### src/rtl/gate_timing_pkg.sv
// Shared definitions for the gate timing pipe: operator encoding and legal parameter ranges.
package gate_timing_pkg;

    typedef enum logic [1:0] {
        OP_AND  = 2'b00,
        OP_OR   = 2'b01,
        OP_XOR  = 2'b10,
        OP_NAND = 2'b11
    } op_e;

    localparam int unsigned WIDTH_MIN = 1;
    localparam int unsigned WIDTH_MAX = 64;
    localparam int unsigned LAT_MIN   = 1;
    localparam int unsigned LAT_MAX   = 16;
    localparam int unsigned CNT_W_MIN = 1;
    localparam int unsigned CNT_W_MAX = 16;

endpackage

### src/rtl/gate_delay_line.sv
// Fixed-latency valid + data shift register of depth LAT; the last stage holds its
// data between valid pulses so it can drive a hold-last-value output directly.
module gate_delay_line #(
    parameter int unsigned WIDTH = 8,
    parameter int unsigned LAT   = 5
) (
    input  logic             clk,
    input  logic             rst,
    input  logic             i_vld,
    input  logic [WIDTH-1:0] i_data,
    output logic             o_vld,
    output logic [WIDTH-1:0] o_data
);

    logic [LAT-1:0]   r_vld;
    logic [WIDTH-1:0] r_data [LAT];

    // Valid bits shift every cycle; a data stage only loads behind a valid entry
    always_ff @(posedge clk or posedge rst) begin
        if (rst) begin
            r_vld <= '0;
            for (int unsigned k = 0; k < LAT; k++) begin
                r_data[k] <= '0;
            end
        end else begin
            r_vld[0] <= i_vld;
            if (i_vld) begin
                r_data[0] <= i_data;
            end
            for (int unsigned k = 1; k < LAT; k++) begin
                r_vld[k] <= r_vld[k-1];
                if (r_vld[k-1]) begin
                    r_data[k] <= r_data[k-1];
                end
            end
        end
    end

    assign o_vld  = r_vld[LAT-1];
    assign o_data = r_data[LAT-1];

endmodule

### src/rtl/gate_timing_pipe.sv
// Bitwise gate with fixed result latency plus setup/hold violation monitor on the
// operand inputs (sticky flag and saturating count).
module gate_timing_pipe
    import gate_timing_pkg::*;
#(
    parameter int unsigned WIDTH = 8,
    parameter int unsigned LAT   = 5,
    parameter int unsigned CNT_W = 8
) (
    input  logic             clk,
    input  logic             rst,
    input  logic [WIDTH-1:0] a,
    input  logic [WIDTH-1:0] b,
    input  logic [1:0]       op,
    input  logic             in_valid,
    input  logic             en,
    input  logic             viol_clr,
    output logic [WIDTH-1:0] c,
    output logic             out_valid,
    output logic             viol,
    output logic [CNT_W-1:0] viol_cnt
);

    if (WIDTH < WIDTH_MIN || WIDTH > WIDTH_MAX || LAT < LAT_MIN || LAT > LAT_MAX ||
        CNT_W < CNT_W_MIN || CNT_W > CNT_W_MAX) begin : g_bad_cfg
        $error("gate_timing_pipe: parameter out of legal range");
    end

    op_e              w_op;
    logic             w_capture;
    logic             w_setup;
    logic             w_hold;
    logic             w_viol;
    logic [WIDTH-1:0] w_result;

    logic             r_cap_vld;
    logic [WIDTH-1:0] r_cap_a;
    logic [WIDTH-1:0] r_cap_b;
    logic [WIDTH-1:0] r_cap_res;
    logic [WIDTH-1:0] r_prev_a;
    logic [WIDTH-1:0] r_prev_b;
    logic             r_prev_en;
    logic             r_arm;
    logic             r_viol;
    logic [CNT_W-1:0] r_cnt;

    assign w_op      = op_e'(op);
    assign w_capture = in_valid & en;

    // Bitwise function selected by the op sampled on the capture cycle
    always_comb begin
        w_result = '0;
        case (w_op)
            OP_AND:  w_result = a & b;
            OP_OR:   w_result = a | b;
            OP_XOR:  w_result = a ^ b;
            OP_NAND: w_result = ~(a & b);
            default: w_result = '0;
        endcase
    end

    // Setup: operands moved into a capture edge while en was high the edge before.
    // Hold: operands moved on the edge right after a capture.
    assign w_setup = w_capture & r_prev_en & ((a != r_prev_a) | (b != r_prev_b));
    assign w_hold  = r_cap_vld & ((a != r_cap_a) | (b != r_cap_b));
    assign w_viol  = r_arm & (w_setup | w_hold);

    // Capture stage: result plus the operand references used by the hold check
    always_ff @(posedge clk or posedge rst) begin
        if (rst) begin
            r_cap_vld <= 1'b0;
            r_cap_a   <= '0;
            r_cap_b   <= '0;
            r_cap_res <= '0;
        end else begin
            r_cap_vld <= w_capture;
            if (w_capture) begin
                r_cap_a   <= a;
                r_cap_b   <= b;
                r_cap_res <= w_result;
            end
        end
    end

    // Previous-edge operand/en samples for the setup check, and the post-reset arm flag
    always_ff @(posedge clk or posedge rst) begin
        if (rst) begin
            r_prev_a  <= '0;
            r_prev_b  <= '0;
            r_prev_en <= 1'b0;
            r_arm     <= 1'b0;
        end else begin
            r_prev_a  <= a;
            r_prev_b  <= b;
            r_prev_en <= en;
            r_arm     <= 1'b1;
        end
    end

    // Sticky flag and saturating count; a clear discards any same-cycle violation
    always_ff @(posedge clk or posedge rst) begin
        if (rst) begin
            r_viol <= 1'b0;
            r_cnt  <= '0;
        end else if (viol_clr) begin
            r_viol <= 1'b0;
            r_cnt  <= '0;
        end else if (w_viol) begin
            r_viol <= 1'b1;
            if (r_cnt != '1) begin
                r_cnt <= r_cnt + CNT_W'(1);
            end
        end
    end

    gate_delay_line #(
        .WIDTH (WIDTH),
        .LAT   (LAT)
    ) u_delay (
        .clk    (clk),
        .rst    (rst),
        .i_vld  (r_cap_vld),
        .i_data (r_cap_res),
        .o_vld  (out_valid),
        .o_data (c)
    );

    assign viol     = r_viol;
    assign viol_cnt = r_cnt;

endmodule

### config.mk
export PLATFORM = sky130hd
export DESIGN_NAME = gate_timing_pipe
export DESIGN_NICKNAME = d
export VERILOG_FILES = /design/src/rtl/gate_timing_pkg.sv /design/src/rtl/gate_delay_line.sv /design/src/rtl/gate_timing_pipe.sv
export SDC_FILE = /design/constraint.sdc
export NUM_CORES = 1
export LEC_CHECK = 0
export ABC_AREA = 1
export CAP_MARGIN = 10
export CORE_AREA = 2 2 99 101
export DETAILED_ROUTE_END_ITERATION = 8
export DIE_AREA = 0 0 101 103
export PLACE_DENSITY = 0.69
export SYNTH_ARGS = -nofsm -noshare
export SYNTH_HDL_FRONTEND = slang
export SYNTH_SLANG_ARGS = --single-unit
export TNS_END_PERCENT = 20
### constraint.sdc
create_clock -name clk -period 7.1 [get_ports clk]
set_input_delay 1.42 -clock clk [delete_from_list [all_inputs] [get_ports clk]]
set_output_delay 1.42 -clock clk [all_outputs]
set_load 0.005 [all_outputs]
Yosys cells after proc, flatten, opt, wreduce, memory -nomap -nowiden:

Index checks and enable logic that the tools add are counted.

* bits in registers: 97
* input bits: 23
* output and inout port bits: 18
* logic and storage cells: 47

* add/subtract/negate cells: 1
* equality and inequality tests: 8
* muxes and demuxes: 6
* bitwise logic cells: 12
* reductions and logical operators: 4

Operators by type and width (number)
* != test 8 bit: 4
* case mux 8 bit (4 select lines): 1
* two-way mux 8 bit: 3
* adder 8 x 1 -> 8 bit (second input constant): 1
* bitwise AND 8 bit: 1
* != test 8 bit (second input constant): 1
* NOT 8 bit: 1
* OR 8 bit: 1
* bitwise XOR 8 bit: 1
* bitwise AND 1 bit: 5
* equality test 2 bit (second input constant): 2
* nonzero test 2 bit: 2
* OR 1 bit: 3
* equality test 2 x 1 -> 1 bit (second input constant): 1
* logical NOT 2 bit: 1
* two-way mux 1 bit: 2
* AND reduction 2 bit: 1

Depth between registers and ports, before layout:

Gate-level depths: netlist of run 1.

* word-level depth: 7
* depth in mapped cells: 13
* mapped depth without buffers: 13

Cells and area by module:

Synthesis of run 1 repeated with hierarchy kept, for this count alone.

* cell total of the unflattened synthesis: 571
* area total of the unflattened synthesis: 4611.9 um^2

By module, submodules not included
* gate_timing_pipe: times used 1, cells an instance 387, area each 2896.5 um^2, sequential area each 1301.2 um^2
* gate_delay_line: times used 1, cells an instance 184, area each 1715.4 um^2, sequential area each 1126.1 um^2

Least setup slack after synthesis of run 1:

No wires, ideal clock.

* path kind: in2reg
* start point: in b[5]
* end point: reg r_cnt[5], in the netlist viol_cnt[5]
* data arrival time: 2.209 ns
* data required time: 6.982 ns
* slack: 4.773 ns
* stages: 13
* path buffers: 0
* path through: inv_1 > nand2_1 > nand2_1 > nor2_1 > nand2_1 > nor2_1 > nand2_1 > nand2_1 > nand2_2 > nand3_4 > nand2_4 > nand2_1 > nand2_1

* longest elaborated chain between the ends: 7
* elaborated cells on any way between the ends: 10
* those cells by class: eq/ne (2); bitwise (6); reduce/logical (2)

RTL lines
* start, declared: line gate_timing_pipe.sv:13 `input logic [WIDTH-1:0] b,`
* != test 8 bit, on equally long branches: line gate_timing_pipe.sv:64, gate_timing_pipe.sv:65
* OR 1 bit, on equally long branches: line gate_timing_pipe.sv:64, gate_timing_pipe.sv:65
* bitwise AND 1 bit, on equally long branches: line gate_timing_pipe.sv:64, gate_timing_pipe.sv:65
* OR 1 bit *: line gate_timing_pipe.sv:66 `assign w_viol = r_arm & (w_setup | w_hold);`
* bitwise AND 1 bit *: line gate_timing_pipe.sv:66
* nonzero test 2 bit (no source line) *
* AND reduction 2 bit (no source line) *
* end signal, assigned: line gate_timing_pipe.sv:111 `r_cnt <= r_cnt + CNT_W'(1);`
* end, declared: line gate_timing_pipe.sv:45 `logic [CNT_W-1:0] r_cnt;`

Every way passes the cells marked *; elsewhere a longest branch is shown, timed or not.
A chain may end at the register's enable or synchronous reset.

Worst setup path after layout of run 1:

* start point: in a[2]
* end point: reg r_cnt[0], in the netlist viol_cnt[0]

* longest elaborated chain between the ends: 7
* elaborated cells on any way between the ends: 10
* those cells by class: eq/ne (2); bitwise (6); reduce/logical (2)

RTL lines
* start, declared: line gate_timing_pipe.sv:12 `input logic [WIDTH-1:0] a,`
* != test 8 bit, on equally long branches: line gate_timing_pipe.sv:64, gate_timing_pipe.sv:65
* OR 1 bit, on equally long branches: line gate_timing_pipe.sv:64, gate_timing_pipe.sv:65
* bitwise AND 1 bit, on equally long branches: line gate_timing_pipe.sv:64, gate_timing_pipe.sv:65
* OR 1 bit *: line gate_timing_pipe.sv:66
* bitwise AND 1 bit *: line gate_timing_pipe.sv:66
* nonzero test 2 bit (no source line) *
* AND reduction 2 bit (no source line) *

Marks and branches as above.

==> impl_metrics.env, run 1 <==
export IMPL_grtUsageTotal_pct=16.96
export IMPL_asyncSetResetFlopFracSynth_pct=100.0
export IMPL_drt_antenna_violating_nets=0
export IMPL_final_min_clock_period_ps=2914
export IMPL_critical_path_slowest_cell="sky130_fd_sc_hd__clkdlybuf4s50_1"
export IMPL_crit_top_cell="sky130_fd_sc_hd__nand2_1"
export IMPL_route_detailed_wl_per_inst_um=11.86
export IMPL_number_of_top_level_design_ports=41
export IMPL_slew_violations=0
export IMPL_grt_max_degree=75
export IMPL_fmaxAchievable_mhz=343.2
export IMPL_timing_max_slew_rel_slack_pct=38.83
export IMPL_power_static_leakage_uw=0.002644
export IMPL_worstPathMaxFanout=9
export IMPL_layout_commonest_cell="sky130_fd_sc_hd__nand2_1"
export IMPL_synth_enable_flop_cells=0
export IMPL_synth_warnings=0
export IMPL_setup_tns_ps=0
export IMPL_drt_vias_per_instance=4.841
export IMPL_r2r_worst_path_cells=8
export IMPL_grt_pass1_wl_mm=13.93
export IMPL_cts_tree="yes"
export IMPL_final_layout_size_suffix_gt1_share_pct=7.504
export IMPL_synthCells=535
export IMPL_synth_cell_area_um2=4527
export IMPL_synth_main_ff_cell="sky130_fd_sc_hd__dfrtp_1"
export IMPL_cts_reportedPaths_clkPinSlew_ps=90
export IMPL_hpwl_mm=5.761
export IMPL_clock_latency_ps=350
export IMPL_netlist_cell_type_count=27
export IMPL_io_buffer_count=40
export IMPL_post_route_cell_area_um2=5184
export IMPL_clock_tree_root_cell="sky130_fd_sc_hd__clkbuf_8"
export IMPL_routed_wirelength_mm=8.145
export IMPL_power_total_uw=1233
export IMPL_synth_seq_area_share_pct=53.62
export IMPL_hold_buffers=0
export IMPL_worst_ep_required_time_ps=7350
export IMPL_numCtsBuffers=9
export IMPL_dieArea_um2=10400
export IMPL_synth_nets=575
export IMPL_detailedRoute_firstPassIterationCount=4
export IMPL_final_setup_viol_count=0
export IMPL_number_of_global_route_vias_before_repair=3119
export IMPL_routabilityCongestion=0.8544
export IMPL_route_detailed_drc=0
export IMPL_row_count=36
export IMPL_count_of_inserted_antenna_diode_cells=0
export IMPL_power_density_nw_per_um2=237.9
export IMPL_global_route_overflow_total=0
export IMPL_path_cells="clkdlybuf4s50_1 -> inv_2 -> nand2_1 -> nand2_1 -> nor2_1 -> nand2_1 -> nor2_1 -> nand2_1 -> nand2_2 -> nand2_2 -> nand3_4 -> nand2_4 -> nand2_1 -> nand2_1"
export IMPL_setup_slack_ps=4186
export IMPL_dieHeight_um=103
export IMPL_final_hold_violation_count=0
export IMPL_dr_first_iter_drc_count=153
export IMPL_clock_tree_htree_level_count=3
export IMPL_finish_net_count=608
export IMPL_post_synthesis_sequential_element_count=97
export IMPL_dr_total_vias=3326
export IMPL_post_cts_resize_count=0
export IMPL_floorplan_die_width_um=101
export IMPL_crit_path_end_kind="register"
export IMPL_crit_path_max_incr_delay_ps=560
export IMPL_rsz0062_at_grt="no"
export IMPL_timing_critical_path_from_type="input pin"
export IMPL_timing_critical_path_depth=14
export IMPL_critical_path_buf_inv_count=2
export IMPL_max_buffers_root_to_sink=2
export IMPL_core_region_area_um2=9459
export IMPL_floorplan_initialDensity_pct=47.86
export IMPL_critical_path_top_delay_family="simple AND/OR/NAND/NOR gates"
export IMPL_finalClockSkew_ps=9.962
export IMPL_postCtsSetupRepairBufs=0
export IMPL_timing_hold_worst_path_depth=2
export IMPL_cp_data_arrival_time_ps=3160
export IMPL_ws_path_type="input pin to register"
export IMPL_tightestPinTransition_ps=917.5
export IMPL_grt_antenna_before_repair=0
export IMPL_max_cap_viol_count=0
export IMPL_synth_avg_cell_area_um2=8.461
export IMPL_synth_to_layout_area_growth_pct=14.51
export IMPL_cts_sink_count=97
export IMPL_dpl_instance_area_um2=4977
export IMPL_most_common_layout_cells="169 x sky130_fd_sc_hd__nand2_1, 97 x sky130_fd_sc_hd__dfrtp_1, 59 x sky130_fd_sc_hd__inv_1"
export IMPL_hold_path_class="register to register"
export IMPL_final_period_utilization_pct=41.04
export IMPL_outcome="complete, no violations"
export IMPL_detailedPlace_worstSlack_ps=3838
export IMPL_power_ir_vdd_worst_mv=0.1100
## kinds of logic after synthesis
group                    after synthesis  share of synthesized area [%]
buffers and inverters                 93                          8.485
XOR/XNOR                               6                          1.161
AND/OR/NAND/NOR                      240                          21.45
other                                  1                        0.08284
flip-flops                            97                          53.62
AO/OA/AOI/OAI                         75                          9.010
multiplexers                           6                          1.492
adder cells (fa/ha/maj)               17                          4.699
## power breakdown
| group | switching [uW] | internal, uW | total [uW] |
|---|---|---|---|
| registers | 44.6 | 628 | 672 |
| clock network | 183 | 182 | 366 |
| logic | 105 | 90.5 | 195 |
## sequential cells by signal, indices dropped and copies added, names as in the netlist, 8 cells and up
| signal | count |
|---|---|
| u_delay.r_data | 32 |
| r_prev_a | 8 |
| r_cap_res | 8 |
| r_cap_a | 8 |
| r_prev_b | 8 |
| viol_cnt | 8 |
| r_cap_b | 8 |
| u_delay.o_data | 8 |
## layer usage
| metal | part of all wire [%] | up-vias | track usage, % |
|---|---|---|---|
| met3 | 3.3 | 13 | 3.119 |
| met1 | 48 | 1527 | 22.32 |
| li1 | - | 1727 | - |
| met2 | 46 | 59 | 27.64 |
| met4 | 2.3 | 0 | 7.588 |
| met5 | 0 | - | 0 |
## worst register-to-register path, cell delays in order (launching register included)
cell and delay, ps:
sky130_fd_sc_hd__dfrtp_1 440, sky130_fd_sc_hd__ha_1 210, sky130_fd_sc_hd__nand3_1 120, sky130_fd_sc_hd__nand3b_1 230, sky130_fd_sc_hd__nand3b_4 200, sky130_fd_sc_hd__nand3_4 150
sky130_fd_sc_hd__nand2_4 100, sky130_fd_sc_hd__nand2_1 70, sky130_fd_sc_hd__nand2_1 50
## stage by stage
step	hold slack (ps)	utilization [%]	instances
final	477.6	54.80	687
after global placement	465.5	52.62	671
after CTS	486.3	54.80	687
after floorplan	354.8	-	535
after detailed placement	463.9	52.62	671
after global routing	514.6	54.80	687
## path summary, 6_finish.rpt
check | startpoint | endpoint | slack [ps]
max | a[2] | viol_cnt[0]$_DFFE_PP0P_ | 4190
min | u_delay.r_data[19]$_DFFE_PP0P_ | u_delay.r_data[11]$_DFFE_PP0P_ | 480
max reg2reg | viol_cnt[0]$_DFFE_PP0P_ | viol_cnt[0]$_DFFE_PP0P_ | 5410
min reg2reg | u_delay.r_data[19]$_DFFE_PP0P_ | u_delay.r_data[11]$_DFFE_PP0P_ | 480
max in group asynchronous | rst | r_prev_a[7]$_DFF_PP0_ | 4520
min in group asynchronous | rst | viol_cnt[7]$_DFFE_PP0P_ | 1370
## cells in the mapped netlist (4+ instances only)
master	number	area [um2]
sky130_fd_sc_hd__nand2_1	169	634.4
sky130_fd_sc_hd__dfrtp_1	97	2427
sky130_fd_sc_hd__inv_1	60	225.2
sky130_fd_sc_hd__nor2_1	51	191.4
sky130_fd_sc_hd__o21ai_0	38	190.2
sky130_fd_sc_hd__a21oi_1	28	140.1
sky130_fd_sc_hd__ha_1	17	212.7
sky130_fd_sc_hd__inv_2	12	45.04
sky130_fd_sc_hd__nand3_1	10	50.05
sky130_fd_sc_hd__buf_4	9	67.56
sky130_fd_sc_hd__clkbuf_1	8	30.03
sky130_fd_sc_hd__o221ai_1	8	70.07
sky130_fd_sc_hd__mux2_2	6	67.56
sky130_fd_sc_hd__nand2_2	4	25.02
sky130_fd_sc_hd__xor2_1	4	35.03
## area by class of cell
| cell class | instances | area [um2] |
|---|---|---|
| timing repair buffer | 42 | 415.4 |
| fill | 871 | 4275 |
| tap | 114 | 142.6 |
| clock buffer | 12 | 155.1 |
| sequential | 97 | 2427 |
| clock inverter | 4 | 51.30 |
| inverter | 73 | 276.5 |
| multi-input combinational | 345 | 1715 |
Note: power is estimated with default switching activity, not from simulation.
==> inputs of run 2 (changes only) <==
==> constraint.sdc (replaced) <==
create_clock -name clk -period 2.9 [get_ports clk]
set_input_delay 0.58 -clock clk [delete_from_list [all_inputs] [get_ports clk]]
set_output_delay 0.58 -clock clk [all_outputs]
set_load 0.005 [all_outputs]
==> run 2 against run 1 <==
Effect of this change:
- clock power is 130% higher
- clock skew increased by 1.0 ps
- final cell count increased by 0.29%
- sequential share of layout area fell by 0.31 points
- flip-flop and latch count did not move
- die area stayed put
- combinational power up 150%
- global-route usage is 0.21 points higher
- critical path depth unchanged
- routed wire length down 1.7%
- hold slack better by 11 ps
- largest cell class unchanged
- largest power group unchanged
- highest routed layer unchanged
==> impl_metrics.env, run 2 (synthesis gave the netlist of run 1 again) <==
export IMPL_crit_top_cell="sky130_fd_sc_hd__nand2_1"
export IMPL_grt_pass1_wl_mm=14.25
export IMPL_clock_latency_ps=360
export IMPL_grt_max_degree=50
export IMPL_dieHeight_um=103
export IMPL_finalClockSkew_ps=10.97
export IMPL_ws_path_type="input pin to register"
export IMPL_critical_path_buf_inv_count=2
export IMPL_whs_ps=488.2
export IMPL_numCtsBuffers=9
export IMPL_path_cells="clkdlybuf4s50_1 -> inv_1 -> nand2_1 -> nand2_1 -> nor2_1 -> nand2_1 -> nor2_1 -> nand2_1 -> nand2_1 -> nand2_2 -> nand3_4 -> nand2_4 -> nand2_1 -> nand2_1"
export IMPL_route_detailed_wl_per_inst_um=11.62
export IMPL_synth_to_layout_area_growth_pct=15.28
export IMPL_io_buffer_count=40
export IMPL_clock_tree_root_cell="sky130_fd_sc_hd__clkbuf_8"
export IMPL_power_ir_vdd_worst_mv=0.2463
export IMPL_cts_reportedPaths_clkPinSlew_ps=100
export IMPL_max_buffers_root_to_sink=2
export IMPL_finish_net_count=610
export IMPL_layout_commonest_cell="sky130_fd_sc_hd__nand2_1"
export IMPL_grt_antenna_before_repair=0
export IMPL_worstPathMaxFanout=9
export IMPL_row_count=36
export IMPL_fmaxAchievable_mhz=490.7
export IMPL_drt_vias_per_instance=4.810
export IMPL_number_of_global_route_vias_before_repair=3235
export IMPL_largest_register_ffs=32
export IMPL_postCtsSetupRepairBufs=0
export IMPL_setup_tns_ps=0
export IMPL_floorplan_die_width_um=101
export IMPL_most_common_layout_cells="169 x sky130_fd_sc_hd__nand2_1, 97 x sky130_fd_sc_hd__dfrtp_1, 59 x sky130_fd_sc_hd__inv_1"
export IMPL_hold_path_class="register to register"
export IMPL_timing_critical_path_from_type="input pin"
export IMPL_cts_sink_count=97
export IMPL_dieArea_um2=10400
export IMPL_slew_violations=0
export IMPL_grtUsageTotal_pct=17.17
export IMPL_dr_first_iter_drc_count=100
export IMPL_final_min_clock_period_ps=2038
export IMPL_multi_input_area_um2=1715
export IMPL_max_cap_viol_count=0
export IMPL_global_route_overflow_total=0
export IMPL_number_of_top_level_design_ports=41
export IMPL_power_static_leakage_uw=0.002657
export IMPL_drt_antenna_violating_nets=0
export IMPL_clock_tree_htree_level_count=3
export IMPL_crit_path_end_kind="register"
export IMPL_max_flop_register="u_delay.r_data"
export IMPL_final_setup_viol_count=0
export IMPL_tightestPinTransition_ps=873.1
export IMPL_worst_ep_required_time_ps=3160
export IMPL_crit_path_max_incr_delay_ps=580
export IMPL_post_cts_resize_count=0
export IMPL_route_detailed_drc=0
export IMPL_final_period_utilization_pct=70.27
export IMPL_power_total_uw=2964
export IMPL_critical_path_slowest_cell="sky130_fd_sc_hd__clkdlybuf4s50_1"
export IMPL_routed_wirelength_mm=8.007
export IMPL_power_density_nw_per_um2=567.9
export IMPL_floorplan_initialDensity_pct=47.86
export IMPL_rsz0062_at_grt="no"
export IMPL_timing_max_slew_rel_slack_pct=41.67
export IMPL_critical_path_top_delay_family="simple AND/OR/NAND/NOR gates"
export IMPL_hold_buffers=0
export IMPL_dr_total_vias=3314
export IMPL_hpwl_mm=5.839
export IMPL_final_hold_violation_count=0
export IMPL_register_area_um2=2427
export IMPL_detailedRoute_firstPassIterationCount=4
export IMPL_cp_data_arrival_time_ps=2300
export IMPL_final_layout_size_suffix_gt1_share_pct=8.000
export IMPL_outcome="complete, no violations"
export IMPL_routabilityCongestion=0.8555
export IMPL_count_of_inserted_antenna_diode_cells=0
export IMPL_cts_tree="yes"
export IMPL_fillCellCount=863
export IMPL_core_region_area_um2=9459
run 2: path summary, 6_finish.rpt:
path / slack (ps) / depth (start not counted) / end / start
hold / removal: 490 / 2 / u_delay.r_data[29]$_DFFE_PP0P_ / u_delay.r_data[37]$_DFFE_PP0P_
hold reg to reg: 490 / 2 / u_delay.r_data[29]$_DFFE_PP0P_ / u_delay.r_data[37]$_DFFE_PP0P_
min in group asynchronous: 740 / 2 / u_delay.r_vld[4]$_DFF_PP0_ / rst
max in group asynchronous: 1550 / 3 / r_cap_b[5]$_DFFE_PP0N_ / rst
setup / recovery: 860 / 14 / viol_cnt[1]$_DFFE_PP0P_ / a[3]
setup reg to reg: 1220 / 8 / viol_cnt[1]$_DFFE_PP0P_ / viol_cnt[0]$_DFFE_PP0P_
run 2: power by group:
group          switching (uW)  total (uW)  internal (uW)
combinational             255         484            229
clock                     486         834            348
sequential                109        1650           1540
run 2: area by class of cell:
| class | count | area share (%) |
|---|---|---|
| Clock buffer | 10 | 2.637 |
| Clock inverter | 6 | 0.9590 |
| Inverter | 73 | 5.322 |
| Multi-Input combinational cell | 345 | 32.87 |
| Sequential cell | 97 | 46.51 |
| Tap cell | 114 | 2.733 |
| Timing Repair Buffer | 44 | 8.967 |
run 2: metal layers:
layer,vias to the layer above,global-route usage [%],share of wire [%]
li1,1724,-,-
met1,1506,21.88,47
met2,68,29.03,48
met3,16,2.847,3.0
met4,0,7.692,2.0
met5,-,0,0
run 2: worst reg2reg max path, cell delays in order, from the launching register on:
cell and delay (ps):
sky130_fd_sc_hd__dfrtp_1 450, sky130_fd_sc_hd__ha_1 230, sky130_fd_sc_hd__nand3_1 110, sky130_fd_sc_hd__nand3b_1 230, sky130_fd_sc_hd__nand3b_4 190, sky130_fd_sc_hd__nand3_4 150
sky130_fd_sc_hd__nand2_4 100, sky130_fd_sc_hd__nand2_1 80, sky130_fd_sc_hd__nand2_1 50
run 2: stage by stage:
step	instance area (um2)	std cells	setup slack, ps	util [%]
after floorplan	4531	535	1172	-
after detailed placement	5031	673	511.7	53.19
after CTS	5219	689	883.4	55.17
final	5219	689	862.0	55.17
after global placement	5031	673	568.5	53.19
after global routing	5219	689	702.3	55.17
==> inputs of run 3 (changes only) <==
--- a/config.mk
+++ b/config.mk
@@ -10,7 +10,7 @@
 export CORE_AREA = 2 2 99 101
 export DETAILED_ROUTE_END_ITERATION = 8
 export DIE_AREA = 0 0 101 103
-export PLACE_DENSITY = 0.69
+export PLACE_DENSITY = 0.72
 export SYNTH_ARGS = -nofsm -noshare
 export SYNTH_HDL_FRONTEND = slang
 export SYNTH_SLANG_ARGS = --single-unit
==> constraint.sdc (replaced) <==
create_clock -name clk -period 1.86 [get_ports clk]
set_input_delay 0.372 -clock clk [delete_from_list [all_inputs] [get_ports clk]]
set_output_delay 0.372 -clock clk [all_outputs]
set_load 0.005 [all_outputs]
==> run 3 against run 2 <==
Effect of this change:
- global-route usage is 1.0 points higher
- via count rose by 3.9%
- final cell count increased by 4.8%
- non-clock buffer count increased by 34
- combinational power is 67% higher
- first-iteration DRC count rose by 25%
- critical path type is now register to output pin
- highest routed layer unchanged
==> impl_metrics.env, run 3 (synthesis gave the netlist of run 1 again) <==
export IMPL_path_cells="clkdlybuf4s50_1"
export IMPL_rsz0062_at_grt="no"
export IMPL_dieArea_um2=10400
export IMPL_power_density_nw_per_um2=863.5
export IMPL_setup_tns_ps=0
export IMPL_max_cap_viol_count=0
export IMPL_slew_violations=0
export IMPL_switching_power_share_of_the_total_pct=28.00
export IMPL_timing_critical_path_depth=1
export IMPL_outcome="complete, no violations"
export IMPL_timing_hold_worst_path_depth=1
export IMPL_grtUsageTotal_pct=18.18
export IMPL_routabilityCongestion=0.8054
export IMPL_worstPathMaxFanout=5
export IMPL_final_setup_viol_count=0
export IMPL_dieHeight_um=103
export IMPL_clock_latency_ps=360
export IMPL_share_comb_of_total_power_pct=17.1
export IMPL_detailedRoute_firstPassIterationCount=4
export IMPL_worst_ep_required_time_ps=1490
export IMPL_finish_net_count=644
export IMPL_finalClockSkew_ps=11.53
export IMPL_grt_antenna_before_repair=0
export IMPL_power_sequential_fraction_pct=54.2
export IMPL_tightestPinTransition_ps=523.3
export IMPL_utilization_pct=58.04
export IMPL_dr_first_iter_drc_count=125
export IMPL_r2r_worst_path_cells=8
export IMPL_power_total_uw=4741
export IMPL_number_of_global_route_vias_before_repair=3342
export IMPL_power_share_clock_pct=28.7
export IMPL_max_flop_register="u_delay.r_data"
export IMPL_route_detailed_drc=0
export IMPL_layoutNonFillerInstCount=722
export IMPL_clock_tree_root_cell="sky130_fd_sc_hd__clkbuf_8"
export IMPL_crit_path_max_incr_delay_ps=550
export IMPL_number_of_top_level_design_ports=41
export IMPL_grt_max_degree=82
export IMPL_cp_data_arrival_time_ps=1410
export IMPL_cts_reportedPaths_clkPinSlew_ps=100
export IMPL_drt_antenna_violating_nets=0
export IMPL_io_buffer_count=40
export IMPL_ws_path_type="register to output pin"
export IMPL_synth_to_layout_area_growth_pct=21.28
export IMPL_cts_tree="yes"
export IMPL_clock_tree_htree_level_count=3
export IMPL_power_ir_vdd_worst_mv=0.4425
export IMPL_timing_max_slew_rel_slack_pct=64.98
export IMPL_count_of_inserted_antenna_diode_cells=0
export IMPL_core_region_area_um2=9459
export IMPL_largest_register_ffs=32
export IMPL_floorplan_die_width_um=101
export IMPL_hpwl_mm=6.158
export IMPL_row_count=36
export IMPL_grt_pass1_wl_mm=14.89
export IMPL_layout_commonest_cell="sky130_fd_sc_hd__nand2_1"
export IMPL_cts_sink_count=97
export IMPL_final_min_clock_period_ps=1783
export IMPL_critical_path_buf_inv_count=1
export IMPL_global_route_overflow_total=0
export IMPL_critical_path_slowest_cell="sky130_fd_sc_hd__clkdlybuf4s50_1"
export IMPL_placed_cells=707
export IMPL_final_hold_violation_count=0
export IMPL_internal_power_uw=3413
export IMPL_total_switching_power_uw=1327
export IMPL_crit_path_end_kind="output pin"
export IMPL_floorplan_initialDensity_pct=47.86
export IMPL_max_buffers_root_to_sink=2
export IMPL_route_detailed_wl_per_inst_um=11.86
export IMPL_timing_critical_path_from_type="register"
export IMPL_final_layout_size_suffix_gt1_share_pct=13.32
export IMPL_most_common_layout_cells="169 x sky130_fd_sc_hd__nand2_1, 97 x sky130_fd_sc_hd__dfrtp_1, 59 x sky130_fd_sc_hd__inv_1"
export IMPL_dr_total_vias=3444
export IMPL_power_static_leakage_uw=0.002885
export IMPL_final_period_utilization_pct=95.89
export IMPL_critical_path_top_delay_family="buffers and inverters"
export IMPL_routed_wirelength_mm=8.564
export IMPL_hold_path_class="input pin to register"
export IMPL_drt_vias_per_instance=4.770
export IMPL_fillCellCount=820
export IMPL_whs_ps=237.0
export IMPL_numCtsBuffers=9
export IMPL_fmaxAchievable_mhz=560.7
[run 3: through the flow]
stage / setup slack [ps] / cell area, um2
after global placement: -223.2 / 5274
after floorplan: 340.4 / 4531
after detailed placement: -291.0 / 5274
after global routing: 4.865 / 5490
after CTS: 62.16 / 5465
final: 76.51 / 5490
[run 3: area by class of cell]
class | count | area [um2] | area share (%)
multi-input combinational | 345 | 1720 | 31.34
timing repair buffer | 78 | 730.7 | 13.31
clock inverter | 6 | 67.56 | 1.231
sequential | 97 | 2427 | 44.21
tap | 114 | 142.6 | 2.598
clock buffer | 9 | 123.9 | 2.256
inverter | 73 | 277.8 | 5.059
[run 3: power by group through the flow]
stage          sequential, uW  combinational (uW)  clock [uW]
2_1_floorplan            2550                 541           0
3_3_place_gp             2590                 787           0
3_5_place_dp             2610                 819           0
4_1_cts                  2570                 825        1410
5_1_grt                  2610                 942        1490
6_report                 2570                 810        1360
[run 3: path summary, 6_finish.rpt]
path | end | startpoint | slack [ps]
max | viol_cnt[6] | viol_cnt[6]$_DFFE_PP0P_ | 80
min | r_prev_a[2]$_DFF_PP0_ | a[2] | 240
max reg2reg | viol_cnt[7]$_DFFE_PP0P_ | viol_cnt[0]$_DFFE_PP0P_ | 150
min reg2reg | u_delay.r_data[32]$_DFFE_PP0P_ | r_cap_res[0]$_DFFE_PP0N_ | 480
max in group asynchronous | r_cap_res[6]$_DFFE_PP0N_ | rst | 1030
min in group asynchronous | u_delay.r_vld[3]$_DFF_PP0_ | rst | 410
[run 3: per-layer routing]
layer / global-route usage (%) / share of wire (%) / up-vias
met5: 0 / 0 / -
met1: 23.10 / 46 / 1577
met2: 30.82 / 48 / 62
li1: - / - / 1790
met4: 8.628 / 2.4 / 0
met3: 2.712 / 3.1 / 15
[run 3: what timing repair did]
| item | CTS | global route |
|---|---|---|
| resized for setup | 0 | 10 |
| buffers inserted | 0 | 0 |
| setup endpoints to repair | 0 | 8 |
| hold buffers | 0 | 0 |
